[config.mk]
export PLATFORM = sky130hd
export DESIGN_NAME = stage_mem
export DESIGN_NICKNAME = d
export VERILOG_FILES = /design/src/rtl/stage_mem_pkg.sv /design/src/rtl/stage_mem_align.sv /design/src/rtl/stage_mem.sv
export SDC_FILE = /design/constraint.sdc
export NUM_CORES = 1
export LEC_CHECK = 0
export ABC_AREA = 1
export BUFFER_PORTS_ARGS = -buffer_cell sky130_fd_sc_hd__buf_2
export CAP_MARGIN = 25
export CORE_UTILIZATION = 47
export DETAILED_ROUTE_END_ITERATION = 8
export PLACE_DENSITY = 0.77
export SLEW_MARGIN = 20
export SYNTH_ARGS = -nofsm -noshare
export SYNTH_HDL_FRONTEND = slang
export SYNTH_SLANG_ARGS = --single-unit
[constraint.sdc]
create_clock -name clk -period 1.8 [get_ports clk]
set_clock_uncertainty 0.2 [all_clocks]
set_input_delay 0.36 -clock clk [delete_from_list [all_inputs] [get_ports clk]]
set_output_delay 0.36 -clock clk [all_outputs]
set_load 0.02 [all_outputs]
[src/rtl/stage_mem_pkg.sv]
// Shared definitions for the memory-access stage of the five-stage pipeline:
// EX/MEM field widths, memory access-size encodings and the FSM states.
package stage_mem_pkg;

   localparam int XLEN   = 32;   // datapath width
   localparam int REG_W  = 5;    // register-file index width
   localparam int SIZE_W = 2;    // access-size field width

   // Access-size encodings carried on ex_mem_size; 2'b11 behaves as a word.
   localparam logic [SIZE_W-1:0] MEM_B = 2'b00;
   localparam logic [SIZE_W-1:0] MEM_H = 2'b01;
   localparam logic [SIZE_W-1:0] MEM_W = 2'b10;

   typedef enum logic {
      ST_IDLE   = 1'b0,
      ST_ACCESS = 1'b1
   } state_t;

endpackage

[src/rtl/stage_mem_align.sv]
// mem_align: purely combinational byte-lane logic for the memory stage.
//   Store side (from the EX/MEM slot being accepted):
//     acc_lane  - addr[1:0] of the access
//     acc_size  - access size (MEM_B / MEM_H / MEM_W, 2'b11 = word)
//     st_data   - rt value to be stored
//     st_be     - byte enables, bit0 = byte at address offset 0
//     st_wdata  - store data replicated across all lanes
//     misalign  - half with addr[0]=1, or word with addr[1:0]!=0
//   Load side (from the access held in flight):
//     ld_lane, ld_size, ld_signed - lane, size and extension of the load
//     rdata     - word returned by data memory
//     ld_data   - selected lane, sign- or zero-extended to 32 bits
module mem_align
   import stage_mem_pkg::*;
(
   input  logic [1:0]        acc_lane,
   input  logic [SIZE_W-1:0] acc_size,
   input  logic [XLEN-1:0]   st_data,
   output logic [3:0]        st_be,
   output logic [XLEN-1:0]   st_wdata,
   output logic              misalign,
   input  logic [1:0]        ld_lane,
   input  logic [SIZE_W-1:0] ld_size,
   input  logic              ld_signed,
   input  logic [XLEN-1:0]   rdata,
   output logic [XLEN-1:0]   ld_data
);

   logic [7:0]  ld_byte;
   logic [15:0] ld_half;

   always_comb begin
      st_be    = 4'b1111;
      st_wdata = st_data;
      misalign = 1'b0;
      case (acc_size)
         MEM_B: begin
            st_be    = 4'b0001 << acc_lane;
            st_wdata = {4{st_data[7:0]}};
         end
         MEM_H: begin
            st_be    = acc_lane[1] ? 4'b1100 : 4'b0011;
            st_wdata = {2{st_data[15:0]}};
            misalign = acc_lane[0];
         end
         default: begin
            misalign = |acc_lane;
         end
      endcase
   end

   // Little-endian: lane k holds bits [8k+7:8k]; halves are picked by lane[1].
   always_comb begin
      ld_byte = rdata[8*ld_lane +: 8];
      ld_half = rdata[16*ld_lane[1] +: 16];
      case (ld_size)
         MEM_B:   ld_data = {{24{ld_byte[7] & ld_signed}}, ld_byte};
         MEM_H:   ld_data = {{16{ld_half[15] & ld_signed}}, ld_half};
         default: ld_data = rdata;
      endcase
   end

endmodule

[src/rtl/stage_mem.sv]
// stage_mem: memory-access stage. Accepts the EX/MEM slot, performs loads and
// stores over a req/ack data-memory handshake and produces the registered
// MEM/WB values. Execute is stalled (ex_ready low) while an access is open.
//   ex_*       - EX/MEM slot from execute; ex_ready is the stall back to EX
//   dmem_*     - data-memory request (held stable until dmem_ack)
//   wb_*       - MEM/WB slot, wb_valid pulses once per instruction
//   mem_misalign / mem_bus_err - one-cycle exception pulses
// Optional build macro MEM_TIMEOUT_EN: bounds the ack wait to TIMEOUT_CYCLES
// cycles and reports expiry on mem_bus_err; otherwise mem_bus_err is 0.
module stage_mem
   import stage_mem_pkg::*;
#(
   parameter int ADDR_W         = 32,
   parameter int TIMEOUT_CYCLES = 255
) (
   input  logic              clk,
   input  logic              rst,
   input  logic              ex_valid,
   output logic              ex_ready,
   input  logic [XLEN-1:0]   ex_alu_result,
   input  logic [XLEN-1:0]   ex_store_data,
   input  logic [REG_W-1:0]  ex_rd,
   input  logic              ex_mem_read,
   input  logic              ex_mem_write,
   input  logic [SIZE_W-1:0] ex_mem_size,
   input  logic              ex_mem_signed,
   input  logic              ex_reg_write,
   output logic              dmem_req,
   output logic              dmem_we,
   output logic [ADDR_W-1:0] dmem_addr,
   output logic [XLEN-1:0]   dmem_wdata,
   output logic [3:0]        dmem_be,
   input  logic [XLEN-1:0]   dmem_rdata,
   input  logic              dmem_ack,
   output logic              wb_valid,
   output logic [REG_W-1:0]  wb_rd,
   output logic [XLEN-1:0]   wb_data,
   output logic              wb_reg_write,
   output logic              mem_misalign,
   output logic              mem_bus_err
);

   state_t            state;
   logic [3:0]        st_be;
   logic [XLEN-1:0]   st_wdata;
   logic              misalign;
   logic [XLEN-1:0]   ld_data;

   // In-flight access context, captured on acceptance.
   logic [1:0]        lane_p1;
   logic [SIZE_W-1:0] size_p1;
   logic              signed_p1;
   logic              store_p1;
   logic [REG_W-1:0]  rd_p1;
   logic              reg_write_p1;
   logic [XLEN-1:0]   result_p1;

`ifdef MEM_TIMEOUT_EN
   localparam int CNT_W = ($clog2(TIMEOUT_CYCLES + 1) > 8) ? $clog2(TIMEOUT_CYCLES + 1) : 8;
   logic [CNT_W-1:0] tmo_cnt;
   logic             bus_err_q;
   assign mem_bus_err = bus_err_q;
`else
   localparam int UNUSED_TIMEOUT = TIMEOUT_CYCLES;
   assign mem_bus_err = 1'b0;
`endif

   assign ex_ready = (state == ST_IDLE);

   mem_align u_align (
      .acc_lane  (ex_alu_result[1:0]),
      .acc_size  (ex_mem_size),
      .st_data   (ex_store_data),
      .st_be     (st_be),
      .st_wdata  (st_wdata),
      .misalign  (misalign),
      .ld_lane   (lane_p1),
      .ld_size   (size_p1),
      .ld_signed (signed_p1),
      .rdata     (dmem_rdata),
      .ld_data   (ld_data)
   );

   always_ff @(posedge clk) begin
      if (rst) begin
         state        <= ST_IDLE;
         dmem_req     <= 1'b0;
         dmem_we      <= 1'b0;
         dmem_addr    <= '0;
         dmem_wdata   <= '0;
         dmem_be      <= '0;
         wb_valid     <= 1'b0;
         wb_rd        <= '0;
         wb_data      <= '0;
         wb_reg_write <= 1'b0;
         mem_misalign <= 1'b0;
         lane_p1      <= '0;
         size_p1      <= '0;
         signed_p1    <= 1'b0;
         store_p1     <= 1'b0;
         rd_p1        <= '0;
         reg_write_p1 <= 1'b0;
         result_p1    <= '0;
`ifdef MEM_TIMEOUT_EN
         tmo_cnt      <= '0;
         bus_err_q    <= 1'b0;
`endif
      end else begin
         wb_valid     <= 1'b0;
         mem_misalign <= 1'b0;
`ifdef MEM_TIMEOUT_EN
         bus_err_q    <= 1'b0;
`endif
         case (state)
            // ---- EX/MEM -> MEM: accept the slot ----
            ST_IDLE: begin
               if (ex_valid) begin
                  if (!(ex_mem_read || ex_mem_write)) begin
                     wb_valid     <= 1'b1;
                     wb_rd        <= ex_rd;
                     wb_data      <= ex_alu_result;
                     wb_reg_write <= ex_reg_write;
                  end else if (misalign) begin
                     // Retire without touching memory and suppress write-back.
                     wb_valid     <= 1'b1;
                     wb_rd        <= ex_rd;
                     wb_data      <= ex_alu_result;
                     wb_reg_write <= 1'b0;
                     mem_misalign <= 1'b1;
                  end else begin
                     state        <= ST_ACCESS;
                     dmem_req     <= 1'b1;
                     dmem_we      <= ex_mem_write;
                     dmem_addr    <= {ex_alu_result[ADDR_W-1:2], 2'b00};
                     dmem_be      <= ex_mem_write ? st_be : 4'b1111;
                     dmem_wdata   <= st_wdata;
                     lane_p1      <= ex_alu_result[1:0];
                     size_p1      <= ex_mem_size;
                     signed_p1    <= ex_mem_signed;
                     store_p1     <= ex_mem_write;
                     rd_p1        <= ex_rd;
                     reg_write_p1 <= ex_reg_write;
                     result_p1    <= ex_alu_result;
`ifdef MEM_TIMEOUT_EN
                     tmo_cnt      <= '0;
`endif
                  end
               end
            end
            // ---- MEM -> MEM/WB: wait for the memory to complete ----
            ST_ACCESS: begin
               if (dmem_ack) begin
                  state        <= ST_IDLE;
                  dmem_req     <= 1'b0;
                  wb_valid     <= 1'b1;
                  wb_rd        <= rd_p1;
                  wb_data      <= store_p1 ? result_p1 : ld_data;
                  wb_reg_write <= reg_write_p1 & ~store_p1;
`ifdef MEM_TIMEOUT_EN
               end else if (tmo_cnt == CNT_W'(TIMEOUT_CYCLES - 1)) begin
                  state        <= ST_IDLE;
                  dmem_req     <= 1'b0;
                  wb_valid     <= 1'b1;
                  wb_rd        <= rd_p1;
                  wb_data      <= result_p1;
                  wb_reg_write <= 1'b0;
                  bus_err_q    <= 1'b1;
               end else begin
                  tmo_cnt      <= tmo_cnt + 1'b1;
`endif
               end
            end
            default: state <= ST_IDLE;
         endcase
      end
   end

endmodule

==> run_results.csv, run 1 <==
group,metric,value,unit
detailed_routing,via_per_inst,5.49,
sta,finalCriticalPeriod,1750,ps
sta,setup-violations-final,0,
critical_path,crit_path_cell_trace,"inv_4, buf_12, buf_2",
logic_synthesis,synth_area_per_cell,7.07,µm²
placed_design,gp_congestion,0.925,
logic_synthesis,synth_ff_type,"dfxtp_1",
detailed_routing,drt_iter0_drc,568,
clocking,cts_buffer_depth,2,
placed_design,numPortBuffers,219,
global_routing,grt_max_degree,89,
critical_path,endpoint_kind,"primary output",
placed_design,dp_hpwl,13300,µm
floorplan,initial_utilization,48.2,%
logic_synthesis,async_flop_share,0,%
floorplan,placementRows,40,
critical_path,crit_family,"buffers and inverters",
critical_path,crit_slowest_cell,"dfxtp_1",
power,internal-power,0.00548,W
sta,drv_slew,0,
detailed_routing,remaining_drc_errors,0,
floorplan,die_h,113,µm
power,clock_power_share,39.7,%
logic_synthesis,yosysSeqAreaShare,41.5,%
clocking,cts_tree,"done",
power,switchingPower,0.00228,W
critical_path,slowest_delay,330,ps
sta,rsz0062_at_grt,"false",
cells_and_area,area_growth_syn_to_layout,35.0,%
sta,finalHoldViolCount,0,
run,cap_violations,0,
logic_synthesis,ys_warn_count,0,
clocking,clkTransAtPathRegs,50,ps
global_routing,grt_use_total,29.3,%
detailed_routing,drt_wl_total,18700,µm
clocking,clkSinkCount,120,
floorplan,fp.coreArea,12000,µm²
global_routing,antenna_found_initial,0,
power,p_sw_share,29.4,%
detailed_routing,routedWlPerCell,15.6,µm
logic_synthesis,synth-edff-count,0,
run_status,outcome,"completed",
global_routing,overflow,0,
critical_path,crit_type,"reg -> out",
floorplan,die-area,12800,µm²
cells_and_area,final_cell_mix,"219 x buf_2, 188 x a21oi_1, 148 x nand2_1, 118 x dfxtp_1, 114 x o21ai_0",
floorplan,io_pins,223,
power,power_leakage,3.80,nW
logic_synthesis,synth_seq_cells,120,
clocking,root_buffer,"clkbuf_16",
logic_synthesis,synth_area,5790,µm²
sta,fin_crit_sh,97.3,%
logic_synthesis,netlist_instances,819,
logic_synthesis,ys_types,35,
clocking,htreeDepth,4,
worst_hold_path,hp-class,"in -> reg",
placed_design,dpl.cell_count,1159,
cells_and_area,stdcell_count,1199,
clocking,numCtsBuffers,17,
critical_path,worstPathRequired,1240,ps
clocking,clk_latency,420,ps
power,pwr-share-comb,21.6,%
sta,fin_setup_tns,0,ps
power,max-vdd-ir-drop,0.570,mV
cells_and_area,nets,1152,
cells_and_area,layout_commonest_cell,"buf_2",
critical_path,path_max_fanout,11,
critical_path,cp-start-kind,"register",
global_routing,grt_pass1_vias,6019,
detailed_routing,ant_nets,0,
power,power_density,993,nW/µm²
detailed_routing,dr_total_vias,6577,
critical_path,cp.arrival,1190,ps
sta,max_freq,0.571,GHz
critical_path,crit_buf_inv,3,
global_routing,grt_pass1_wl,29100,µm
cells_and_area,drive_above_1_share,31.0,%
detailed_routing,firstDrtPassIters,5,
power,pwr-share-seq,38.7,%
floorplan,die_w,113,µm
==> routing by layer <==
layer / part of all wire (%) / up-vias / track usage, %
li1: - / 3215 / -
met2: 46 / 347 / 47.6
met5: 0 / - / 0
met1: 41 / 2970 / 35.6
met4: 2.6 / 0 / 12.4
met3: 10 / 45 / 9.75
==> path summary, 6_finish.rpt <==
| check | from | end | slack [ps] | depth (start not counted) |
|---|---|---|---|---|
| worst max-delay path | state$_SDFF_PP0_ | ex_ready | 50 | 3 |
| worst min-delay path | ex_mem_signed | signed_p1$_SDFFE_PP0P_ | 9 | 3 |
| worst max register to register | state$_SDFF_PP0_ | wb_data[3]$_SDFFE_PP0P_ | 170 | 7 |
| worst min register to register | dmem_wdata[0]$_SDFFE_PP0P_ | dmem_wdata[0]$_SDFFE_PP0P_ | 260 | 2 |
==> flip-flops by register name, summed over array words and instances (netlist names), 2 cells and up <==
signal and cells:
rd_p1 5, wb_data 32, result_p1 31, dmem_be 4
wb_rd 5, dmem_wdata 32, size_p1 2
==> worst min-delay path: stages <==
cell	delay, ps
buf_2	70
o21ai_0	70
nor2_1	80
==> power by group through the flow <==
stage          clock (W)  sequential (W)  combinational, W
6_report         0.00308         0.00300           0.00168
5_1_grt          0.00323         0.00302           0.00182
4_1_cts          0.00312         0.00300           0.00165
3_5_place_dp           0         0.00305           0.00162
3_3_place_gp           0         0.00305           0.00160
2_1_floorplan          0         0.00329          0.000758
==> cells by family (layout without fill, tap and decap cells) <==
kind of cell / after synthesis / after routing / share of synthesized area [%]
buf+inv: 122 / 352 / 9.53
flops: 120 / 120 / 41.5
other cells: 1 / 4 / 0.0648
simple gates: 235 / 235 / 17.1
compound gates: 341 / 341 / 31.8
==> synthesized netlist by cell type (2+ instances only) <==
cell type / instances / share of area, %
buf_4: 6 / 0.78
nor2_1: 34 / 2.2
buf_2: 18 / 1.6
inv_2: 6 / 0.39
a21oi_2: 20 / 3.0
nand3_1: 34 / 2.9
buf_6: 2 / 0.39
buf_1: 2 / 0.13
a22oi_1: 7 / 0.91
nand2_4: 2 / 0.39
dfxtp_1: 120 / 41
clkbuf_2: 3 / 0.26
a21oi_1: 188 / 16
a31oi_1: 2 / 0.22
nand4_1: 7 / 0.76
inv_1: 47 / 3.0
o211a_1: 4 / 0.69
nand2_1: 148 / 9.6
o21ai_1: 2 / 0.17
clkbuf_1: 35 / 2.3
o21ai_0: 114 / 9.9
nand2_2: 5 / 0.54
==> per-stage QoR <==
| stage | total power [W] | worst slack, ps | hold WS, ps | instance area [µm²] | utilization (%) |
|---|---|---|---|---|---|
| 3_5_place_dp | 0.00467 | 51.8 | 253 | 7150 | 59.5 |
| 6_report | 0.00777 | 48.9 | 9.19 | 7820 | 65.1 |
| 5_1_grt | 0.00808 | 19.4 | 14.9 | 7820 | 65.1 |
| 3_3_place_gp | 0.00465 | 81.4 | 250 | 7150 | 59.5 |
| 4_1_cts | 0.00777 | 2.46 | 1.56 | 7790 | 64.8 |
| 2_1_floorplan | 0.00405 | 210 | 229 | 5800 | - |
==> repair_timing <==
action | 4_1_cts | 5_1_grt
gates resized for setup | 0 | 2
cloned | 1 | 1
endpoints found under the hold margin | 8 | 0
setup endpoints to repair | 1 | 2
pin swaps | 0 | 0
setup buffers | 0 | 0
hold buffers | 8 | 0
==> final cells by class <==
cell class | count | area (µm²)
Multi-Input combinational cell | 579 | 2840
Timing Repair Buffer | 269 | 1650
Clock inverter | 4 | 45.0
Clock buffer | 25 | 485
Antenna cell | 1 | 2.50
Tap cell | 147 | 184
Sequential cell | 120 | 2400
Inverter | 54 | 208
Fill cell | 1062 | 4190
(Power assumes the default switching activity.)
==> run 2, diff against run 1 <==
==> constraint.sdc (replaced) <==
create_clock -name clk -period 1.67 [get_ports clk]
set_clock_uncertainty 0.2 [all_clocks]
set_input_delay 0.334 -clock clk [delete_from_list [all_inputs] [get_ports clk]]
set_output_delay 0.334 -clock clk [all_outputs]
set_load 0.02 [all_outputs]
==> run 2 against run 1 <==
  * Worst hold slack lost 5.3 ps
  * Non-clock buffer count grew 32
  * Power is 8.1% higher
  * Critical path depth did not move
  * Setup slack worse by 14 ps
  * Flip-flop and latch count unchanged
  * Final area increased by 4.5%
  * Clock power is 6% higher
  * Combinational power rose by 14%
  * Wire length increased by 4.4%
  * Final cell count up 2.6%
  * Sequential power rose by 8.0%
==> run_results.csv, run 2 (synthesis results as in run 1) <==
group,metric,value,unit
placed_design,numPortBuffers,219,
critical_path,cp-start-kind,"register",
critical_path,endpoint,"ex_ready",
detailed_routing,ant_nets,0,
cells_and_area,layout_commonest_cell,"buf_2",
clocking,numCtsBuffers,17,
sta,fin_setup_tns,0,ps
worst_hold_path,hp-class,"in -> reg",
cells_and_area,nets,1184,
cells_and_area,final_cell_mix,"218 x buf_2, 187 x a21oi_1, 147 x nand2_1, 117 x dfxtp_1, 112 x o21ai_0",
floorplan,io_pins,223,
clocking,htreeDepth,4,
power,power_density,1030,nW/µm²
detailed_routing,remaining_drc_errors,0,
cells_and_area,stdcell_count,1230,
detailed_routing,firstDrtPassIters,6,
power,power_leakage,3.96,nW
placed_design,dp_hpwl,13100,µm
detailed_routing,dr_total_vias,6753,
sta,worst_hold_slack,3.88,ps
floorplan,placementRows,40,
critical_path,worstPathRequired,1140,ps
floorplan,fp.coreArea,12000,µm²
sta,finalHoldViolCount,0,
sta,drv_slew,0,
global_routing,overflow,0,
critical_path,crit_type,"reg -> out",
global_routing,grt_max_degree,84,
power,max-vdd-ir-drop,0.605,mV
clocking,clkSinkCount,120,
cells_and_area,antenna_cells,0,
global_routing,antenna_found_initial,0,
floorplan,initial_utilization,48.2,%
clocking,clkTransAtPathRegs,60,ps
sta,max_freq,0.611,GHz
critical_path,crit_start,"state$_SDFF_PP0_",
clocking,root_buffer,"clkbuf_16",
critical_path,path_max_fanout,3,
clocking,cts_buffer_depth,2,
clocking,clk_latency,420,ps
critical_path,r2r-end,"wb_data[12]$_SDFFE_PP0P_",
floorplan,die-area,12800,µm²
cells_and_area,reg_top3,"dmem_wdata: 32 flops, wb_data: 32 flops, result_p1: 31 flops",
critical_path,reg2reg_from,"result_p1[1]$_SDFFE_PP0P_",
critical_path,cp.arrival,1100,ps
sta,fin_crit_sh,97.9,%
global_routing,grt_pass1_wl,30900,µm
placed_design,dpl.cell_count,1162,
detailed_routing,drt_iter0_drc,712,
cells_and_area,fill_cells,1022,
critical_path,r2r_slack,90,ps
global_routing,grt_use_total,30.8,%
clocking,cts_tree,"done",
cells_and_area,area_growth_syn_to_layout,41.1,%
detailed_routing,via_per_inst,5.49,
cells_and_area,drive_above_1_share,31.6,%
critical_path,endpoint_kind,"primary output",
sta,finalCriticalPeriod,1640,ps
sta,setup-violations-final,0,
critical_path,reg2reg_depth,10,
detailed_routing,routedWlPerCell,15.9,µm
global_routing,grt_pass1_vias,6273,
detailed_routing,drt_wl_total,19500,µm
run,cap_violations,0,
floorplan,die_h,113,µm
floorplan,die_w,113,µm
run_status,outcome,"completed",
placed_design,gp_congestion,0.933,
## run 2: changes by cell type in the layout (fill, tap and decap cells not counted), sizes merged
cell and change:
bufinv -1, dlygate4sd3 +23, diode -1, clkinv +1
bufbuf +1, buf +8
## run 2: what timing repair did
item	in CTS	in global routing
resized for setup	2	17
gates cloned	2	1
setup endpoints to repair	1	38
hold endpoints to repair	32	0
hold buffers	31	0
setup buffers	2	3
pin swaps	0	1
## run 2: worst min-delay path by stage
stage               slack [ps]                  start  cells past startpoint                     endpoint
finish                       4      ex_store_data[27]                      3  dmem_wdata[27]$_SDFFE_PP0P_
global route                10      ex_store_data[30]                      3  dmem_wdata[30]$_SDFFE_PP0P_
CTS                        0.9      ex_store_data[27]                      3  dmem_wdata[27]$_SDFFE_PP0P_
detailed placement         250  dmem_req$_SDFFE_PP0P_                      2        dmem_req$_SDFFE_PP0P_
global placement           250  dmem_req$_SDFFE_PP0P_                      2        dmem_req$_SDFFE_PP0P_
floorplan                  200                    rst                      1        dmem_req$_SDFFE_PP0P_
## run 2: report_power, final
part           internal [W]  leakage [nW]  switching, W
registers           0.00311         0.989      0.000125
logic              0.000739          2.71       0.00117
clock network       0.00201         0.259       0.00124
## run 2: layout make-up
| type | count | area, µm² | share of cell area, % |
|---|---|---|---|
| Clock inverter | 4 | 20.0 | 0.245 |
| Sequential cell | 120 | 2410 | 29.5 |
| Timing Repair Buffer | 301 | 1990 | 24.3 |
| Clock buffer | 25 | 495 | 6.06 |
| Multi-Input combinational cell | 579 | 2870 | 35.1 |
| Inverter | 54 | 210 | 2.57 |
| Tap cell | 147 | 184 | 2.25 |
## run 2: per-layer routing
layer,up-vias,global-route usage [%],share of wire [%]
li1,3284,-,-
met1,3057,38.0,41
met2,365,50.5,47
met3,47,8.25,9.6
met4,0,13.5,2.8
met5,-,0,0
## run 2: worst max-delay path: stages (launching register included)
cell	delay [ps]
dfxtp_2	350
inv_2	60
buf_12	120
buf_4	140
## run 2: per-stage QoR
stage / cell area [µm²] / total power, W / utilization [%] / setup WS [ps]
finish: 8170 / 0.00839 / 68.0 / 34.7
floorplan: 5800 / 0.00436 / - / 91.0
CTS: 8080 / 0.00834 / 67.3 / 33.7
global placement: 7170 / 0.00502 / 59.7 / -20.3
global route: 8170 / 0.00873 / 68.0 / -10.0
detailed placement: 7170 / 0.00504 / 59.7 / -68.0
